==> src/rtl/uart_tx_arbiter.sv <==
// Round-robin arbiter sharing one UART transmitter among CHANNELS byte requesters,
// with an optional per-byte lock that keeps ownership across a multi-byte message.
module uart_tx_arbiter #(
    parameter int unsigned CHANNELS     = 4,
    parameter int unsigned LOCK_TIMEOUT = 1000
) (
    input  logic                  Clock,
    input  logic                  Reset,
    input  logic [CHANNELS-1:0]   Req_i,
    input  logic [8*CHANNELS-1:0] Data_i,
    input  logic [CHANNELS-1:0]   Lock_i,
    output logic [CHANNELS-1:0]   Ack_o,
    output logic [CHANNELS-1:0]   Grant_o,
    output logic                  TxStart_o,
    output logic [7:0]            TxData_o,
    input  logic                  TxBusy_i,
    input  logic                  TxDone_i
);

    localparam int unsigned PW = (CHANNELS > 1) ? $clog2(CHANNELS) : 1;
    localparam int unsigned TW = $clog2(LOCK_TIMEOUT + 1);

    typedef enum logic [1:0] {
        IDLE,
        START,
        WAIT
    } state_t;

    state_t          state;
    logic [PW-1:0]   last;
    logic            lock_q;
    logic [TW-1:0]   lock_timer;

    logic            win_valid_c;
    logic [PW-1:0]   win_idx_c;
    logic [7:0]      win_data_c;
    logic            owner_idle_c;

    // Winner selection: the locked owner only, otherwise first requester after last.
    always_comb begin
        logic [PW-1:0] cand;
        cand        = '0;
        win_valid_c = 1'b0;
        win_idx_c   = last;
        if (lock_q) begin
            win_valid_c = Req_i[last];
        end else begin
            // Walk from the farthest offset down so the nearest requester wins.
            for (int i = int'(CHANNELS); i >= 1; i--) begin
                cand = PW'((int'(last) + i) % int'(CHANNELS));
                if (Req_i[cand]) begin
                    win_valid_c = 1'b1;
                    win_idx_c   = cand;
                end
            end
        end
    end

    always_comb begin
        win_data_c = '0;
        for (int c = 0; c < int'(CHANNELS); c++) begin
            if (win_idx_c == PW'(c)) begin
                win_data_c = Data_i[8*c +: 8];
            end
        end
    end

    assign owner_idle_c = (state == IDLE) && lock_q && !Req_i[last];

    // Arbitration FSM with registered outputs.
    always_ff @(posedge Clock) begin
        if (Reset) begin
            state      <= IDLE;
            last       <= PW'(CHANNELS - 1);
            lock_q     <= 1'b0;
            lock_timer <= '0;
            Ack_o      <= '0;
            Grant_o    <= '0;
            TxStart_o  <= 1'b0;
            TxData_o   <= 8'h00;
        end else begin
            Ack_o      <= '0;
            TxStart_o  <= 1'b0;
            lock_timer <= '0;
            case (state)
                IDLE: begin
                    if (owner_idle_c) begin
                        // Owner went quiet: drop the lock after LOCK_TIMEOUT idle cycles.
                        if (lock_timer >= TW'(LOCK_TIMEOUT - 1)) begin
                            lock_q  <= 1'b0;
                            Grant_o <= '0;
                        end else begin
                            lock_timer <= lock_timer + 1'b1;
                        end
                    end else if (!TxBusy_i && win_valid_c) begin
                        TxData_o  <= win_data_c;
                        Grant_o   <= CHANNELS'(1) << win_idx_c;
                        Ack_o     <= CHANNELS'(1) << win_idx_c;
                        TxStart_o <= 1'b1;
                        last      <= win_idx_c;
                        lock_q    <= Lock_i[win_idx_c];
                        state     <= START;
                    end
                end
                START: begin
                    state <= WAIT;
                end
                WAIT: begin
                    if (TxDone_i) begin
                        state <= IDLE;
                        if (!lock_q) begin
                            Grant_o <= '0;
                        end
                    end
                end
                default: begin
                    state <= IDLE;
                end
            endcase
        end
    end

endmodule

==> config.mk <==
export PLATFORM = sky130hd
export DESIGN_NAME = uart_tx_arbiter
export DESIGN_NICKNAME = d
export VERILOG_FILES = /design/src/rtl/uart_tx_arbiter.sv
export SDC_FILE = /design/constraint.sdc
export NUM_CORES = 1
export LEC_CHECK = 0
export BUFFER_PORTS_ARGS = -buffer_cell sky130_fd_sc_hd__buf_2
export CAP_MARGIN = 20
export CELL_PAD_IN_SITES_DETAIL_PLACEMENT = 0
export CELL_PAD_IN_SITES_GLOBAL_PLACEMENT = 1
export CORE_UTILIZATION = 32
export CTS_CLUSTER_SIZE = 14
export DETAILED_ROUTE_END_ITERATION = 6
export GPL_TIMING_DRIVEN = 0
export PLACE_DENSITY = 0.77
export SYNTH_ARGS = -nofsm -noshare
export SYNTH_HDL_FRONTEND = slang
export SYNTH_SLANG_ARGS = --single-unit
==> constraint.sdc <==
create_clock -name Clock -period 1.9 [get_ports Clock]
set_input_delay 0.19 -clock Clock [delete_from_list [all_inputs] [get_ports Clock]]
set_output_delay 0.19 -clock Clock [all_outputs]
set_load 0.1 [all_outputs]
==> run_results.csv, run 1 <==
group,metric,value,unit
outcome,status,"complete, but fails checks",
outcome,violations,"negative setup slack",
critical_path,critPathMaxFanout,5,
detailed_routing,vias_per_cell,4.75,
layout,final_common_cell,"buf_2",
clock_tree,cts_tree,"done",
detailed_routing,drtPass1Iterations,4,
clock_tree,cts_buffer_depth,2,
detailed_routing,highest_layer,"met4",
layout,area_growth,39.3,%
clock_tree,htree_levels,2,
pwr,power,2570,µW
detailed_routing,drt-met1-wl,2000,µm
yosys,synth_top_family_by_area,"simple AND/OR/NAND/NOR gates",
critical_path,path_cells,"or4bb_1 > nand2_2 > a2111oi_4 > xnor2_2 > buf_4 > mux4_1 > a22o_1",
grt,grt_pass1_wl,6010,µm
floorplanning,die_x,74.5,µm
pwr,combPwrFrac,42.0,%
pwr,p_leak,0.00105,µW
flow_run,cap_violations,0,
yosys,synth_simple_gate_area_share,22.5,%
hold_path,min_to,"TxData_o[3]",
yosys,syn_area,1680,µm²
detailed_routing,routed_wl,3970,µm
grt,track_usage,14.4,%
grt,grt_max_degree,11,
detailed_routing,dr_wl_met3,152,µm
critical_path,rr_worst_depth,7,
critical_path,worstSetupStartpointType,"flop",
yosys,synth_xor_xnor_area_share,4.62,%
critical_path,r2r-end,"TxData_o[6]",
yosys,ys_warn_count,0,
floorplanning,rows,26,
floorplanning,ioPinCount,61,
hold_path,min_path_cells,3,
pwr,clock_power_share,27.5,%
clock_tree,clockRootBuffer,"clkbuf_8",
timing,skew,6.61,ps
yosys,postSynthCellCount,181,
layout,fin_util,46.1,%
detailed_routing,drc,0,
yosys,synth.distinct_cells,39,
clock_tree,clk_pin_slew,70,ps
clock_tree,clk_latency,280,ps
placement,dpl.hpwl,2870,µm
timing,tightest_slew,486,ps
placement,numPortBuffers,59,
yosys,synthMuxAreaShare,12.8,%
layout,final_cell_mix,"buf_2, dfxtp_1, nor2_1, nand2_1, a21oi_1",
pwr,p_sw_share,37.7,%
clock_tree,cts_sinks,32,
critical_path,r2r_setup_slack,-130,ps
timing,post-route-period-util,107,%
detailed_routing,wl_per_cell,12.2,µm
layout,regArea,646,µm²
detailed_routing,vias,1548,
pwr,peakVddDrop,0.501,mV
timing,hold_viol,0,
detailed_routing,wl_met2,1770,µm
layout,fill_cells,534,
pwr,powerDensity,1100,nW/µm²
yosys,syn_nets,226,
critical_path,setup.worst_path.class,"flop to flop",
grt,overflow,0,
timing,clock.fmax,492,MHz
timing,setup_viol,13,
detailed_routing,drtIter0Drc,62,
yosys,synth_edf_count,0,
layout,fin_nets,300,
placement,placed_cell_area,2070,µm²
layout,fin_area,2340,µm²
placement,gp_congestion,0.732,
yosys,seq_area_frac_synth,38.1,%
layout,diodes,0,
pwr,p_switching,969,µW
grt,grt_pass1_vias,1290,
timing,slew_headroom,67.6,%
yosys,syn_avg_cell_area,9.28,µm²
critical_path,critical_path.max_stage_delay,490,ps
layout,drive_gt1_share,40.6,%
timing,rsz0062_at_grt,"yes",
grt,antenna_found_initial,0,
floorplanning,dieArea,5550,µm²
yosys,synthAdderAreaFrac,0.745,%
critical_path,worstPathRequired,2080,ps
floorplanning,coreArea,5070,µm²
hold_path,hp-start,"Data_i[27]",
detailed_routing,ant_nets,0,
hold_path,hold_class,"primary input to flop",
timing,fin_setup_tns,-940,ps
layout,multiInputGateArea,1060,µm²
pwr,pwr-share-seq,30.5,%
floorplanning,initial_core_util,33.1,%
timing,final.setup.worst_slack,-134,ps
pwr,internal-power,1600,µW
critical_path,critPathSlowestCell,"or4bb_1",
placement,dpl_worst_slack,-419,ps
critical_path,reg2reg_from,"last[0]",
yosys,synth_seq_cells,32,
floorplanning,die-height,74.5,µm
timing,fin_crit,2030,ps
critical_path,end_kind,"flop",
yosys,ys.flop_type,"dfxtp_1",
critical_path,cp.arrival,2210,ps
yosys,synth_compound_area_share,18.1,%
timing,drv_slew,0,
yosys,async_flop_share,0,%
clock_tree,numCtsBuffers,5,
[worst max-delay path, delay by kind of cell (launching register included)]
kind	cells	cell delay, ps
xor gates and xnor gates	1	230
AOI/OAI and AO/OA	2	300
buffers and inverters	1	190
muxes	1	270
and+or+nand+nor	2	590
DFF	1	360
[final cells by class]
cell class	instances	share of cell area (%)
Timing Repair Buffer	67	15.3
Sequential cell	32	27.6
Multi-Input combinational cell	138	45.4
Buffer	6	1.76
Clock inverter	1	1.28
Tap cell	70	3.74
Clock buffer	7	4.12
Inverter	5	0.802
[power groups by stage]
stage	clock (µW)	combinational [µW]	sequential [µW]
2_1_floorplan	0	411	1150
3_3_place_gp	0	943	796
3_5_place_dp	0	948	797
4_1_cts	726	1030	783
5_1_grt	772	1140	795
6_report	707	1080	784
[worst max path at each step]
stage | depth (start not counted) | startpoint | endpoint | slack (ps)
finish | 7 | last[0] | TxData_o[6] | -130
global route | 7 | last[0] | TxData_o[6] | -220
CTS | 7 | last[0] | TxData_o[6] | -130
detailed placement | 7 | last[1] | TxData_o[0] | -420
global placement | 7 | last[1] | TxData_o[0] | -400
floorplan | 7 | last[1] | TxData_o[0] | -150
[cell families after synthesis]
kind of cell	count (synthesis)
compound gates	41
xor+xnor	8
fa+ha+maj	1
buf+inv	12
flops	32
mux	12
simple gates	75
[synth_stat cells (2+ instances only)]
library cell	count	area, µm²
dfxtp_1	32	641
nor2_1	21	78.8
nand2_1	14	52.6
a21oi_1	13	65.1
nand2b_1	11	68.8
nor2b_1	7	43.8
clkbuf_1	6	22.5
nand3_1	6	30.0
nor3_1	6	30.0
a22o_1	5	43.8
inv_1	5	18.8
mux2i_1	5	50.1
mux4_1	5	131
a21boi_0	4	30.0
a21o_1	4	30.0
xnor2_1	4	35.0
a211oi_1	3	22.5
and3_1	3	18.8
o31ai_1	3	22.5
xor2_1	3	26.3
a211o_1	2	17.5
o21ai_0	2	10.0
[repair_timing]
action | 4_1_cts | 5_1_grt
cloned | 0 | 1
pin swaps | 5 | 7
buffers inserted | 4 | 4
hold buffers | 0 | 0
endpoints found under the setup margin | 22 | 28
resized for setup | 15 | 14
[registers in the layout (all words and copies together) (netlist names)]
name	count
Ack_o	4
state	2
TxStart_o	1
last	2
lock_timer	10
Grant_o	4
lock_q	1
TxData_o	8
[metal layers]
metal	global-route usage [%]	up-vias
li1	-	798
met1	20.2	711
met2	20.9	33
met3	4.20	6
met4	5.03	0
met5	0	-
[per-stage QoR]
| stage | hold WS (ps) | cells |
|---|---|---|
| 2_1_floorplan | 387 | 181 |
| 3_3_place_gp | 429 | 310 |
| 3_5_place_dp | 434 | 310 |
| 4_1_cts | 191 | 321 |
| 5_1_grt | 207 | 326 |
| 6_report | 193 | 326 |
Power figures use the tool's default switching activity.
==> run 2: changes to the inputs <==
--- a/config.mk
+++ b/config.mk
@@ -9,11 +9,13 @@
 export CAP_MARGIN = 20
 export CELL_PAD_IN_SITES_DETAIL_PLACEMENT = 0
 export CELL_PAD_IN_SITES_GLOBAL_PLACEMENT = 1
+export CORE_MARGIN = 2
 export CORE_UTILIZATION = 32
 export CTS_CLUSTER_SIZE = 14
 export DETAILED_ROUTE_END_ITERATION = 6
 export GPL_TIMING_DRIVEN = 0
 export PLACE_DENSITY = 0.77
+export SKIP_CTS_REPAIR_TIMING = 1
 export SYNTH_ARGS = -nofsm -noshare
 export SYNTH_HDL_FRONTEND = slang
 export SYNTH_SLANG_ARGS = --single-unit
==> run 2 against run 1 <==
Compared with the run above: the flow still finishes with violations (negative setup slack); flip-flop and latch count stayed put; global-route usage decreased by 0.58 points; first-iteration DRC count stayed put; clock power is 8.6% lower; routed wire length down 0.28%; largest cell class unchanged; count of clock-buffer cells in the layout decreased by 2; total power down 1.9%.
==> run_results.csv, run 2 (synthesized netlist as in run 1, its figures left out) <==
group,metric,value,unit
outcome,status,"complete, but fails checks",
outcome,violations,"negative setup slack",
detailed_routing,routed_wl,3960,µm
detailed_routing,vias,1526,
critical_path,path_cells,"or4bb_1 > nand2_2 > a2111oi_4 > buf_4 > xnor2_4 > buf_6 > mux4_1 > a22o_1",
clock_tree,cts_sinks,32,
timing,fin_setup_tns,-1950,ps
timing,tightest_slew,572,ps
timing,drv_slew,0,
clock_tree,clk_pin_slew,70,ps
timing,skew,4.33,ps
layout,area_growth,37.5,%
timing,slew_headroom,61.9,%
grt,grt_max_degree,12,
critical_path,critical_path.max_stage_delay,490,ps
detailed_routing,drc,0,
timing,final.setup.worst_slack,-225,ps
timing,rsz0062_at_grt,"yes",
pwr,powerDensity,1090,nW/µm²
critical_path,critPathSlowestCell,"or4bb_1",
critical_path,crit_family,"simple AND/OR/NAND/NOR gates",
placement,gp_congestion,0.768,
clock_tree,cts_buffer_depth,2,
detailed_routing,ant_nets,0,
layout,final_cell_mix,"buf_2, dfxtp_1, nor2_1, a21oi_1, nand2_1",
placement,placed_cells_incl_taps,310,
placement,numPortBuffers,59,
grt,overflow,0,
critical_path,worstPathRequired,2080,ps
grt,track_usage,13.8,%
floorplanning,initial_core_util,33.1,%
timing,post-route-period-util,112,%
pwr,p_leak,0.00104,µW
floorplanning,rows,26,
critical_path,end_kind,"flop",
grt,antenna_found_initial,0,
detailed_routing,wl_per_cell,12.3,µm
detailed_routing,drtPass1Iterations,6,
layout,drive_gt1_share,38.3,%
grt,grt_pass1_vias,1403,
grt,grt_pass1_wl,6580,µm
timing,setup_viol,14,
clock_tree,clk_latency,280,ps
critical_path,cp.arrival,2300,ps
floorplanning,coreArea,5070,µm²
floorplanning,dieArea,5850,µm²
clock_tree,htree_levels,2,
detailed_routing,vias_per_cell,4.72,
critical_path,critPathMaxFanout,7,
layout,largest_reg_flops,10,
layout,diodes,0,
detailed_routing,drtIter0Drc,62,
critical_path,cp_num_buf_inv,2,
layout,final_common_cell,"buf_2",
critical_path,setup.worst_path.class,"flop to flop",
timing,clock.fmax,471,MHz
layout,fin_nets,297,
hold_path,hold_class,"primary input to flop",
floorplanning,die-height,76.5,µm
flow_run,cap_violations,0,
clock_tree,clockRootBuffer,"clkbuf_8",
critical_path,worstSetupStartpointType,"flop",
timing,hold_viol,0,
pwr,peakVddDrop,0.369,mV
layout,top_register,"lock_timer",
placement,dpl.hpwl,2950,µm
layout,reg_top3,"lock_timer (10), TxData_o (8)",
clock_tree,cts_tree,"done",
floorplanning,ioPinCount,61,
layout,fin_cells,323,
floorplanning,die_x,76.5,µm
clock_tree,numCtsBuffers,5,
timing,fin_crit,2130,ps
run 2: cell types whose count changed in the layout (fill, tap and decap cells not counted), sizes merged:
cell / before / now
nand2: 15 / 14
buf: 70 / 66
clkinv: 0 / 1
clkinvlp: 0 / 1
run 2: layer usage:
layer / GRT usage, % / wire [µm] / vias to the layer above
li1: - / - / 790
met1: 19.0 / 1860 / 695
met2: 21.4 / 1900 / 34
met3: 2.61 / 126 / 7
met4: 5.45 / 66 / 0
met5: 0 / 0 / -
run 2: where the power goes:
group / switching, µW / internal (µW) / leakage (µW) / total (µW)
combinational: 679 / 411 / 0.000722 / 1090
sequential: 46.5 / 738 / 0.000261 / 785
clock: 259 / 388 / 0.0000541 / 646
total: 984 / 1540 / 0.00104 / 2520
run 2: layout make-up:
cell class / count / area, µm²
timing repair buffer: 65 / 352
clock inverter: 3 / 42.5
sequential: 32 / 647
tap: 70 / 87.6
buffer: 6 / 32.5
multi-input combinational: 137 / 1060
inverter: 5 / 18.8
fill: 519 / 2770
clock buffer: 5 / 68.8
run 2: worst reg2reg max path, cell delays in order, from the launching register on:
cell	delay (ps)
dfxtp_4	370
or4bb_1	490
nand2_2	100
a2111oi_4	50
buf_4	180
xnor2_4	180
buf_6	140
mux4_1	280
a22o_1	240
run 2: metrics by stage:
stage | power [µW] | util, % | worst slack [ps] | instance area [µm²] | hold slack [ps]
finish | 2520 | 45.5 | -225 | 2310 | 184
global route | 2650 | 45.5 | -299 | 2310 | 192
CTS | 2400 | 42.9 | -426 | 2180 | 193
detailed placement | 1750 | 40.7 | -406 | 2070 | 435
global placement | 1740 | 40.7 | -408 | 2070 | 429
floorplan | 1560 | - | -145 | 1680 | 387
run 2: path summary, 6_finish.rpt:
kind                                 start           to  slack, ps  cells past startpoint
worst max-delay path               last[0]  TxData_o[7]       -230                      8
worst min register to register  Grant_o[1]   Grant_o[1]        450                      1
worst min-delay path            Data_i[28]  TxData_o[4]        180                      3
worst max register to register     last[0]  TxData_o[7]       -230                      8
==> run 3: changes to the inputs <==
--- a/config.mk
+++ b/config.mk
@@ -16,6 +16,7 @@
 export GPL_TIMING_DRIVEN = 0
 export PLACE_DENSITY = 0.77
 export SKIP_CTS_REPAIR_TIMING = 1
+export SKIP_LAST_GASP = 1
 export SYNTH_ARGS = -nofsm -noshare
 export SYNTH_HDL_FRONTEND = slang
 export SYNTH_SLANG_ARGS = --single-unit
==> run 3 against run 2 <==
Compared with the run above: the flow still finishes with violations (negative setup slack); register-to-register slack hardly changed; largest power group unchanged; sequential power hardly changed; hold slack better by 16 ps; clock skew hardly changed; global-route usage stayed put; flip-flop and latch count stayed put; via count is 0.46% higher; combinational power hardly changed; non-clock buffer count stayed put; count of clock-buffer cells in the layout stayed put; total power is 0.85% lower; final area is 0.49% lower.
==> run_results.csv, run 3 (synthesized netlist as in run 1, its figures left out) <==
group,metric,value,unit
outcome,status,"complete, but fails checks",
outcome,violations,"negative setup slack",
timing,post-route-period-util,112,%
critical_path,path_cells,"or4bb_1 > nand2_2 > a2111oi_4 > buf_4 > xnor2_4 > buf_6 > mux2_2 > o211a_1",
layout,reg_top3,"lock_timer (10), TxData_o (8)",
critical_path,worstPathRequired,2080,ps
timing,setup_viol,15,
floorplanning,coreArea,5070,µm²
layout,top_register,"lock_timer",
timing,fin_crit,2130,ps
timing,rsz0062_at_grt,"yes",
detailed_routing,ant_nets,0,
clock_tree,cts_sinks,32,
clock_tree,numCtsBuffers,5,
detailed_routing,drtPass1Iterations,6,
pwr,p_sw_share,39.1,%
pwr,clock_power_share,25.8,%
detailed_routing,drtIter0Drc,56,
critical_path,critPathSlowestCell,"or4bb_1",
layout,final_cell_mix,"buf_2, dfxtp_1, nor2_1, a21oi_1, nand2_1",
layout,area_growth,36.8,%
placement,dpl_worst_slack,-406,ps
layout,fill_cells,520,
placement,gp_congestion,0.768,
layout,final_common_cell,"buf_2",
pwr,p_switching,978,µW
grt,antenna_found_initial,0,
floorplanning,die-height,76.5,µm
critical_path,worstSetupStartpointType,"flop",
hold_path,hold_class,"primary input to flop",
layout,diodes,0,
grt,grt_pass1_wl,6580,µm
pwr,peakVddDrop,0.368,mV
critical_path,critPathMaxFanout,7,
timing,skew,4.36,ps
clock_tree,cts_buffer_depth,2,
grt,track_usage,13.8,%
detailed_routing,drc,0,
timing,hold_viol,0,
critical_path,reg2reg_from,"last[0]",
detailed_routing,wl_per_cell,12.1,µm
timing,final.setup.worst_slack,-233,ps
floorplanning,initial_core_util,33.1,%
detailed_routing,vias,1533,
timing,tightest_slew,570,ps
timing,drv_slew,0,
critical_path,crit_path_start,"last[0]",
floorplanning,rows,26,
timing,clock.fmax,469,MHz
layout,drive_gt1_share,38.3,%
floorplanning,ioPinCount,61,
pwr,internal-power,1520,µW
grt,grt_pass1_vias,1403,
critical_path,end_kind,"flop",
placement,dpl.hpwl,2950,µm
hold_path,hp-start,"Data_i[27]",
clock_tree,clk_pin_slew,70,ps
placement,placed_cell_area,2070,µm²
timing,slew_headroom,62.0,%
pwr,powerDensity,1090,nW/µm²
pwr,combPwrFrac,42.8,%
pwr,pwr-share-seq,31.4,%
grt,overflow,0,
clock_tree,clk_latency,280,ps
clock_tree,htree_levels,2,
grt,grt_max_degree,12,
floorplanning,die_x,76.5,µm
detailed_routing,routed_wl,3920,µm
critical_path,critical_path.max_stage_delay,490,ps
flow_run,cap_violations,0,
floorplanning,dieArea,5850,µm²
clock_tree,clockRootBuffer,"clkbuf_8",
critical_path,cp.arrival,2310,ps
timing,fin_setup_tns,-2230,ps
clock_tree,cts_tree,"done",
detailed_routing,vias_per_cell,4.75,
layout,largest_reg_flops,10,
layout,fin_area,2300,µm²
pwr,p_leak,0.00103,µW
critical_path,setup.worst_path.class,"flop to flop",
layout,fin_nets,297,
placement,numPortBuffers,59,
## run 3: cell counts in the layout (fill, tap and decap cells not counted)
No cell type changed its count.
## run 3: path summary, 6_finish.rpt
| path | end | slack (ps) | depth (start not counted) |
|---|---|---|---|
| setup reg to reg | lock_q | -230 | 8 |
| hold / removal | TxData_o[3] | 200 | 3 |
| setup / recovery | lock_q | -230 | 8 |
| hold reg to reg | lock_timer[0] | 450 | 1 |
## run 3: final cells by class
type,instances,area (µm²),share of cell area (%)
clock buffer,5,68.8,2.99
multi-input combinational,137,1060,46.0
clock inverter,3,42.5,1.85
buffer,6,32.5,1.42
sequential,32,647,28.1
inverter,5,18.8,0.817
timing repair buffer,65,344,15.0
tap,70,87.6,3.81
## run 3: worst max-delay path, delay by kind of cell, from the launching register on
family / cells / cell delay (ps)
DFF: 1 / 370
buffers and inverters: 2 / 320
AOI/OAI and AO/OA: 2 / 250
muxes: 1 / 330
and+or+nand+nor: 2 / 590
xor gates and xnor gates: 1 / 180
## run 3: power by group through the flow
stage / clock, µW / combinational (µW) / sequential, µW
2_1_floorplan: 0 / 411 / 1150
3_3_place_gp: 0 / 945 / 796
3_5_place_dp: 0 / 950 / 797
4_1_cts: 669 / 953 / 781
5_1_grt: 701 / 1130 / 796
6_report: 646 / 1070 / 785
## run 3: metal layers
| layer | global-route usage, % | vias to the layer above | share of wire, % |
|---|---|---|---|
| met1 | 19.0 | 701 | 48 |
| li1 | - | 793 | - |
| met3 | 2.61 | 7 | 3.0 |
| met4 | 5.45 | 0 | 1.6 |
| met2 | 21.4 | 32 | 48 |
| met5 | 0 | - | 0 |
## run 3: through the flow
stage | instances | util [%] | hold slack [ps] | total power, µW
after CTS | 318 | 42.9 | 193 | 2400
after floorplan | 181 | - | 387 | 1560
after global placement | 310 | 40.7 | 429 | 1740
after detailed placement | 310 | 40.7 | 435 | 1750
after global routing | 323 | 45.3 | 209 | 2620
final | 323 | 45.3 | 200 | 2500
